[src/rtl/debug_reg_streamer.sv]
// debug_reg_streamer
//   Snapshots the packed architectural register image on Trigger and streams it
//   out one byte per accepted transfer over a valid/ready link:
//   SYNC_BYTE header, then reg 0..N-1, each least-significant byte first.
//   The core is never stalled; triggers arriving mid-frame are counted and dropped.
//   Optional build macro: DEBUG_STREAM_CHECKSUM_EN appends one XOR checksum byte
//   covering all data bytes (header excluded).
module debug_reg_streamer #(
    parameter int          A         = 3,
    parameter int          L         = 16,
    parameter logic [7:0]  SYNC_BYTE = 8'hA5
) (
    input  logic                  Clk,
    input  logic                  Reset,
    input  logic [L*(1<<A)-1:0]   DebugData,
    input  logic                  Trigger,
    input  logic                  OutReady,
    output logic [7:0]            OutData,
    output logic                  OutValid,
    output logic                  Busy,
    output logic                  FrameDone,
    output logic [7:0]            DropCount
);

    // Image geometry: total bits, data bytes per frame and byte-index width.
    localparam int W  = L * (1 << A);
    localparam int NB = W / 8;
    localparam int IW = (NB > 1) ? $clog2(NB) : 1;
    localparam logic [IW-1:0] LAST_IDX = IW'(NB - 1);

    typedef enum logic [1:0] {
        ST_IDLE   = 2'd0,
        ST_HEADER = 2'd1,
`ifdef DEBUG_STREAM_CHECKSUM_EN
        ST_DATA   = 2'd2,
        ST_CSUM   = 2'd3
`else
        ST_DATA   = 2'd2
`endif
    } state_t;

    // Byte k of the image is bits [8k+7:8k]; since registers are packed in
    // ascending order this is exactly "reg 0 first, LSB first".
    function automatic logic [7:0] selectByte(input logic [W-1:0] img,
                                              input logic [IW-1:0] idx);
        logic [W-1:0] shifted;
        shifted = img >> {idx, 3'b000};
        return shifted[7:0];
    endfunction

`ifdef DEBUG_STREAM_CHECKSUM_EN
    // Byte-wise XOR parity over the whole snapshot.
    function automatic logic [7:0] xorBytes(input logic [W-1:0] img);
        logic [7:0] acc;
        acc = 8'h00;
        for (int i = 0; i < NB; i++) begin
            acc = acc ^ img[8*i +: 8];
        end
        return acc;
    endfunction
`endif

    // Current-state registers
    state_t          state_r;
    logic [W-1:0]    snapshot_r;
    logic [IW-1:0]   byteIdx_r;
    logic [7:0]      outData_r;
    logic            outValid_r;
    logic            busy_r;
    logic            frameDone_r;
    logic [7:0]      dropCount_r;

    // Next-state values
    state_t          stateNext_s;
    logic [W-1:0]    snapshotNext_s;
    logic [IW-1:0]   byteIdxNext_s;
    logic [7:0]      outDataNext_s;
    logic            outValidNext_s;
    logic            busyNext_s;
    logic            frameDoneNext_s;
    logic [7:0]      dropCountNext_s;

    logic            accept_s;
    logic [IW-1:0]   byteIdxInc_s;

    assign accept_s     = outValid_r & OutReady;
    assign byteIdxInc_s = byteIdx_r + IW'(1);

    // Frame sequencer: next state, snapshot capture and the next output byte.
    always_comb begin
        stateNext_s     = state_r;
        snapshotNext_s  = snapshot_r;
        byteIdxNext_s   = byteIdx_r;
        outDataNext_s   = outData_r;
        outValidNext_s  = outValid_r;
        busyNext_s      = busy_r;
        frameDoneNext_s = 1'b0;

        case (state_r)
            ST_IDLE: begin
                if (Trigger) begin
                    snapshotNext_s = DebugData;
                    stateNext_s    = ST_HEADER;
                    byteIdxNext_s  = '0;
                    outDataNext_s  = SYNC_BYTE;
                    outValidNext_s = 1'b1;
                    busyNext_s     = 1'b1;
                end else begin
                    outValidNext_s = 1'b0;
                    busyNext_s     = 1'b0;
                end
            end

            ST_HEADER: begin
                if (accept_s) begin
                    stateNext_s   = ST_DATA;
                    byteIdxNext_s = '0;
                    outDataNext_s = selectByte(snapshot_r, '0);
                end else begin
                    stateNext_s   = ST_HEADER;
                end
            end

            ST_DATA: begin
                if (accept_s) begin
                    if (byteIdx_r == LAST_IDX) begin
`ifdef DEBUG_STREAM_CHECKSUM_EN
                        stateNext_s    = ST_CSUM;
                        outDataNext_s  = xorBytes(snapshot_r);
`else
                        stateNext_s     = ST_IDLE;
                        outDataNext_s   = 8'h00;
                        outValidNext_s  = 1'b0;
                        busyNext_s      = 1'b0;
                        frameDoneNext_s = 1'b1;
`endif
                    end else begin
                        byteIdxNext_s = byteIdxInc_s;
                        outDataNext_s = selectByte(snapshot_r, byteIdxInc_s);
                    end
                end else begin
                    stateNext_s = ST_DATA;
                end
            end

`ifdef DEBUG_STREAM_CHECKSUM_EN
            ST_CSUM: begin
                if (accept_s) begin
                    stateNext_s     = ST_IDLE;
                    outDataNext_s   = 8'h00;
                    outValidNext_s  = 1'b0;
                    busyNext_s      = 1'b0;
                    frameDoneNext_s = 1'b1;
                end else begin
                    stateNext_s = ST_CSUM;
                end
            end
`endif

            default: begin
                stateNext_s    = ST_IDLE;
                outValidNext_s = 1'b0;
                busyNext_s     = 1'b0;
            end
        endcase
    end

    // Dropped-trigger counter: any Trigger seen while a frame is in flight,
    // saturating so a stuck trigger cannot wrap it back to a small value.
    always_comb begin
        dropCountNext_s = dropCount_r;
        if (busy_r && Trigger && (dropCount_r != 8'hFF)) begin
            dropCountNext_s = dropCount_r + 8'd1;
        end else begin
            dropCountNext_s = dropCount_r;
        end
    end

    // State and output registers; Reset aborts any frame immediately.
    always_ff @(posedge Clk or posedge Reset) begin
        if (Reset) begin
            state_r     <= ST_IDLE;
            snapshot_r  <= '0;
            byteIdx_r   <= '0;
            outData_r   <= 8'h00;
            outValid_r  <= 1'b0;
            busy_r      <= 1'b0;
            frameDone_r <= 1'b0;
            dropCount_r <= 8'h00;
        end else begin
            state_r     <= stateNext_s;
            snapshot_r  <= snapshotNext_s;
            byteIdx_r   <= byteIdxNext_s;
            outData_r   <= outDataNext_s;
            outValid_r  <= outValidNext_s;
            busy_r      <= busyNext_s;
            frameDone_r <= frameDoneNext_s;
            dropCount_r <= dropCountNext_s;
        end
    end

    assign OutData   = outData_r;
    assign OutValid  = outValid_r;
    assign Busy      = busy_r;
    assign FrameDone = frameDone_r;
    assign DropCount = dropCount_r;

endmodule

[config.mk]
export PLATFORM = sky130hd
export DESIGN_NAME = debug_reg_streamer
export DESIGN_NICKNAME = d
export VERILOG_FILES = /design/src/rtl/debug_reg_streamer.sv
export SDC_FILE = /design/constraint.sdc
export NUM_CORES = 1
export LEC_CHECK = 0
export CAP_MARGIN = 20
export CORE_AREA = 4 4 124 126
export CTS_CLUSTER_SIZE = 10
export DETAILED_ROUTE_END_ITERATION = 10
export DIE_AREA = 0 0 128 130
export HOLD_SLACK_MARGIN = 0.08
export MAX_ROUTING_LAYER = met4
export PLACE_DENSITY = 0.91
export RECOVER_POWER = 50
export SYNTH_ARGS = -nofsm -noshare
export SYNTH_HDL_FRONTEND = slang
export SYNTH_SLANG_ARGS = --single-unit
[constraint.sdc]
create_clock -name Clk -period 5.5 [get_ports Clk]
set_input_delay 1.1 -clock Clk [delete_from_list [all_inputs] [get_ports Clk]]
set_output_delay 1.1 -clock Clk [all_outputs]
set_load 0.005 [all_outputs]
==> metrics.md <==
| Metric | Value |
|---|---|
| Clock network fraction of design power | between 10% and 20% |
| Accumulated negative setup slack | 0 ns |
| DIE AREA | around 0.017 mm² |
| Effective utilization at floorplan | roughly half |
| Power share of the sequential group | between 30% and 40% |
| Combinational Power Share | approximately two fifths |
| Worst-case setup slack after placement | ~2.4 ns |
| Number of nets in the layout | about 760 |
| Slowest Stage Delay on Critical Path | approximately 1.7 ns |
| HPWL Detailed | around 12000 µm |
| Count of standard-cell rows | 44 |
| Number of enable-type register cells in the synthesized netlist | 0 |
| Sinks on the clock net | between 150 and 200 |
| Max-cap viol count | 1 |
| Adder and majority gate portion of the synthesized area | between 1 and 1.5% |
| Highest achievable clock rate | approximately 290 MHz |
| Pin count of the biggest net entering global routing | about 130 |
| Biggest fanout along the worst timing path | 67 |
| H-tree depth | 4 |
| GR Overflow Total | 0 |
| Fraction of final layout cells with drive strength greater than 1 | a little under a third |
| Internal portion of total power | approximately 3.5 mW |
| Nature of the critical path startpoint | input pin |
| Worst-case clock buffer depth | 2 |
| Cell type contributing the most total cell area after synthesis | sky130_fd_sc_hd__dfrtp_1 |
| Simple logic cell fraction of the synthesized area | under 10% |
| Xor-xnor portion of the synthesized cell area | less than 1% |
| Cell Chain, Critical Path | dlygate4sd3_1 > clkinvlp_2 |
| Core area | roughly 0.014 mm² |
| Net switching power | between 1.5 and 2 mW |
| Clock latency of the later-clocked register in the worst-skew pair | roughly 0.42 ns |
| Outcome | complete, but fails checks |
| Transition time of the tightest slew-check pin | 2.964 ns |
| Post-synthesis sequential element count | roughly 150 |
| Final cell count without fillers | 820 |
| Total standard cell area after synthesis | roughly 0.0071 mm² |
| Max-slew headroom | -98.70% |
| Avg WL per Cell | between 15 and 20 µm |
| Worst Path Arrival | ~3.4 ns |
| Slowest CP cell | sky130_fd_sc_hd__clkinvlp_2 |
| Hold WC Path Type | reg -> reg |
| Number of distinct library cells after synthesis | 47 |
| Total of buffers placed on input and output ports | 150 |
| Maximum VDD drop | between 0.2 and 0.3 mV |
| Worst Path Buf+Inv | 2 |
| Pins over their slew limit | between 60 and 70 |
| Die H | between 100 and 150 µm |
| Leak pwr | approximately 3.7 nW |
| Most common cell after layout, fill and taps aside | sky130_fd_sc_hd__dfrtp_1 |
| Sequential cell area fraction in the yosys report | 53.26% |
| Quantity of hold-fixing buffers added after cts | 0 |
| Main combinational cell family by area after synthesis | multiplexers |
| Share of total power consumed by net switching | between 30% and 40% |
| Power per unit of standard cell area | ~550 mW/mm² |
| First-pass GRT wire length | 26080 µm |
| Clock tree from TritonCTS | done |
| Clock Tree Root | sky130_fd_sc_hd__clkbuf_16 |
| # setup viols final | 0 |
| Gr usage total | 21.10% |
| Area share of the largest cell type after synthesis | a little over half |
| Family with the most delay on the worst path | buffers and inverters |
| Area Growth Syn to Fin | 29.03% |
| Ranking of synthesized cells by area | sky130_fd_sc_hd__dfrtp_1, sky130_fd_sc_hd__mux2_2, sky130_fd_sc_hd__mux4_2 |
| Count of placed standard cells including taps | 789 |
| DR vias/cell | 5.572 |
| Net count of the mapped netlist | between 600 and 700 |
| Total DRC errors in the routed layout | 0 |
| Vias | about 4600 |
| Data required, critical path | 5.38 ns |
| Share of synthesized area spent on multiplexers | slightly above 30% |
| Number of detailed-routing iterations run before antenna repair | 4 |
| Aggregate routed wire length | ~16000 µm |
| Violation count after the first detailed-routing iteration | between 200 and 250 |
| Failing checks | max-capacitance violations, max-slew violations |
| Synth Instances | between 400 and 500 |
| Setup repair after global routing missed its margin | no |
| Die width | approximately 130 µm |
| Clock slew at reported path FFs | about 0.060 ns |
| Remaining antenna violation count | 0 |
| Number of global-route vias before repair | approximately 5000 |
| Number of antenna violations at the first check in global routing | 0 |
| Final critical delay including setup and external delays | approximately 3.5 ns |
| Buffers inserted during post-CTS setup optimization | 0 |
| Largest clock skew in the final design | roughly 0.014 ns |
| Antenna Diode Count | 0 |
| Endpoint type of the worst setup path | asynchronous set/reset pin |
| Final hold viol count | 0 |
| Smallest setup slack after layout | approximately 2 ns |
| Num ports | 151 |
| Post-route clock period utilization | 63.40% |
| Yosys Warn Count | 0 |
| Mean Syn Cell Area | 14.73 µm² |
| Most frequent cells in the layout | sky130_fd_sc_hd__dfrtp_1, sky130_fd_sc_hd__clkdlybuf4s50_1, sky130_fd_sc_hd__mux2_2, sky130_fd_sc_hd__mux4_2, sky130_fd_sc_hd__nand2_1 |
| Top FF cell, synth | sky130_fd_sc_hd__dfrtp_1 |
| Cts repair resizes | 0 |
| RD Place Congestion | roughly 0.8 |
| Startpoint-to-endpoint class of the critical path | in -> async |
| TritonCTS Buffers | 17 |
| Async SR Flop Fraction | 100.0% |
| Compound-Gate Fraction of Synth Area | between 5 and 6% |
## Yosys cell counts (all sizes together) (2+ instances only)
| library cell | number |
|---|---|
| and2 | 4 |
| xor2 | 2 |
| o221ai | 4 |
| dfrtp | 152 |
| nand2 | 20 |
| inv | 4 |
| a21oi | 9 |
| nor2b | 10 |
| nand4 | 5 |
| nor3 | 2 |
| mux2 | 129 |
| o21ai | 17 |
| mux4 | 32 |
| ha | 6 |
| o31ai | 3 |
| clkbuf | 7 |
| o32ai | 3 |
| xnor2 | 6 |
| buf | 28 |
| o32a | 2 |
| nand3 | 11 |
| nor2 | 6 |
| a211oi | 8 |
| and3 | 4 |
## sequential cells by signal, summed over array words and instances (netlist names)
register / flops
Busy: 1
DropCount: 8
FrameDone: 1
OutData: 8
byteIdx_r: 4
snapshot_r: 128
state_r: 2
## per-layer routing
layer	track usage [%]	vias to the layer above	routed length (µm)
li1	-	2099	-
met1	24.89	2303	6657
met2	35.15	145	8341
met3	5.526	22	1023
met4	7.740	0	330
met5	-	-	0
## through the flow
step           cell area (µm²)  total power, mW  hold WS [ns]  util, %
2_1_floorplan             7142            3.508        0.4720        -
3_3_place_gp              8725            4.004        0.4754    60.95
3_5_place_dp              8725            4.136        0.4905    60.95
4_1_cts                   9238            5.169        0.5014    64.54
5_1_grt                   9215            5.407        0.5117    64.38
6_report                  9215            5.095        0.4997    64.38
## worst paths after layout
check                                     from             end  slack (ns)  cells after the start
worst max-delay path                     Reset    byteIdx_r[0]        2.01                      2
worst min-delay path            snapshot_r[41]  snapshot_r[41]        0.50                      1
worst max register to register      state_r[1]      OutData[6]        2.70                      8
worst min register to register  snapshot_r[41]  snapshot_r[41]        0.50                      1
max in group Clk                      OutReady      OutData[6]        2.35                      7
min in group asynchronous                Reset  snapshot_r[95]        1.97                      2
## power by group through the flow
stage,logic (mW),clock network (mW),registers [mW]
finish,2.09,1.01,1.99
global placement,2.05,0,1.95
CTS,2.14,1.03,1.99
global route,2.26,1.08,2.06
floorplan,1.61,0,1.89
detailed placement,2.13,0,2.01
## kinds of logic (layout without fill, tap and decap cells)
logic type | Yosys count | after routing
xor+xnor | 8 | 8
buf+inv | 39 | 190
compound gates | 54 | 54
fa+ha+maj | 6 | 6
mux | 161 | 161
flops | 152 | 152
simple gates | 65 | 65
## area by class of cell
cell class / instances / area, µm²
Timing Repair Buffer: 155 / 1560
Clock inverter: 12 / 80.08
Clock buffer: 19 / 432.9
Multi-Input combinational cell: 294 / 3090
Sequential cell: 152 / 3805
Tap cell: 184 / 230.2
Inverter: 4 / 16.27
Fill cell: 1017 / 5099
No activity file was read; power rests on OpenSTA's default activity.
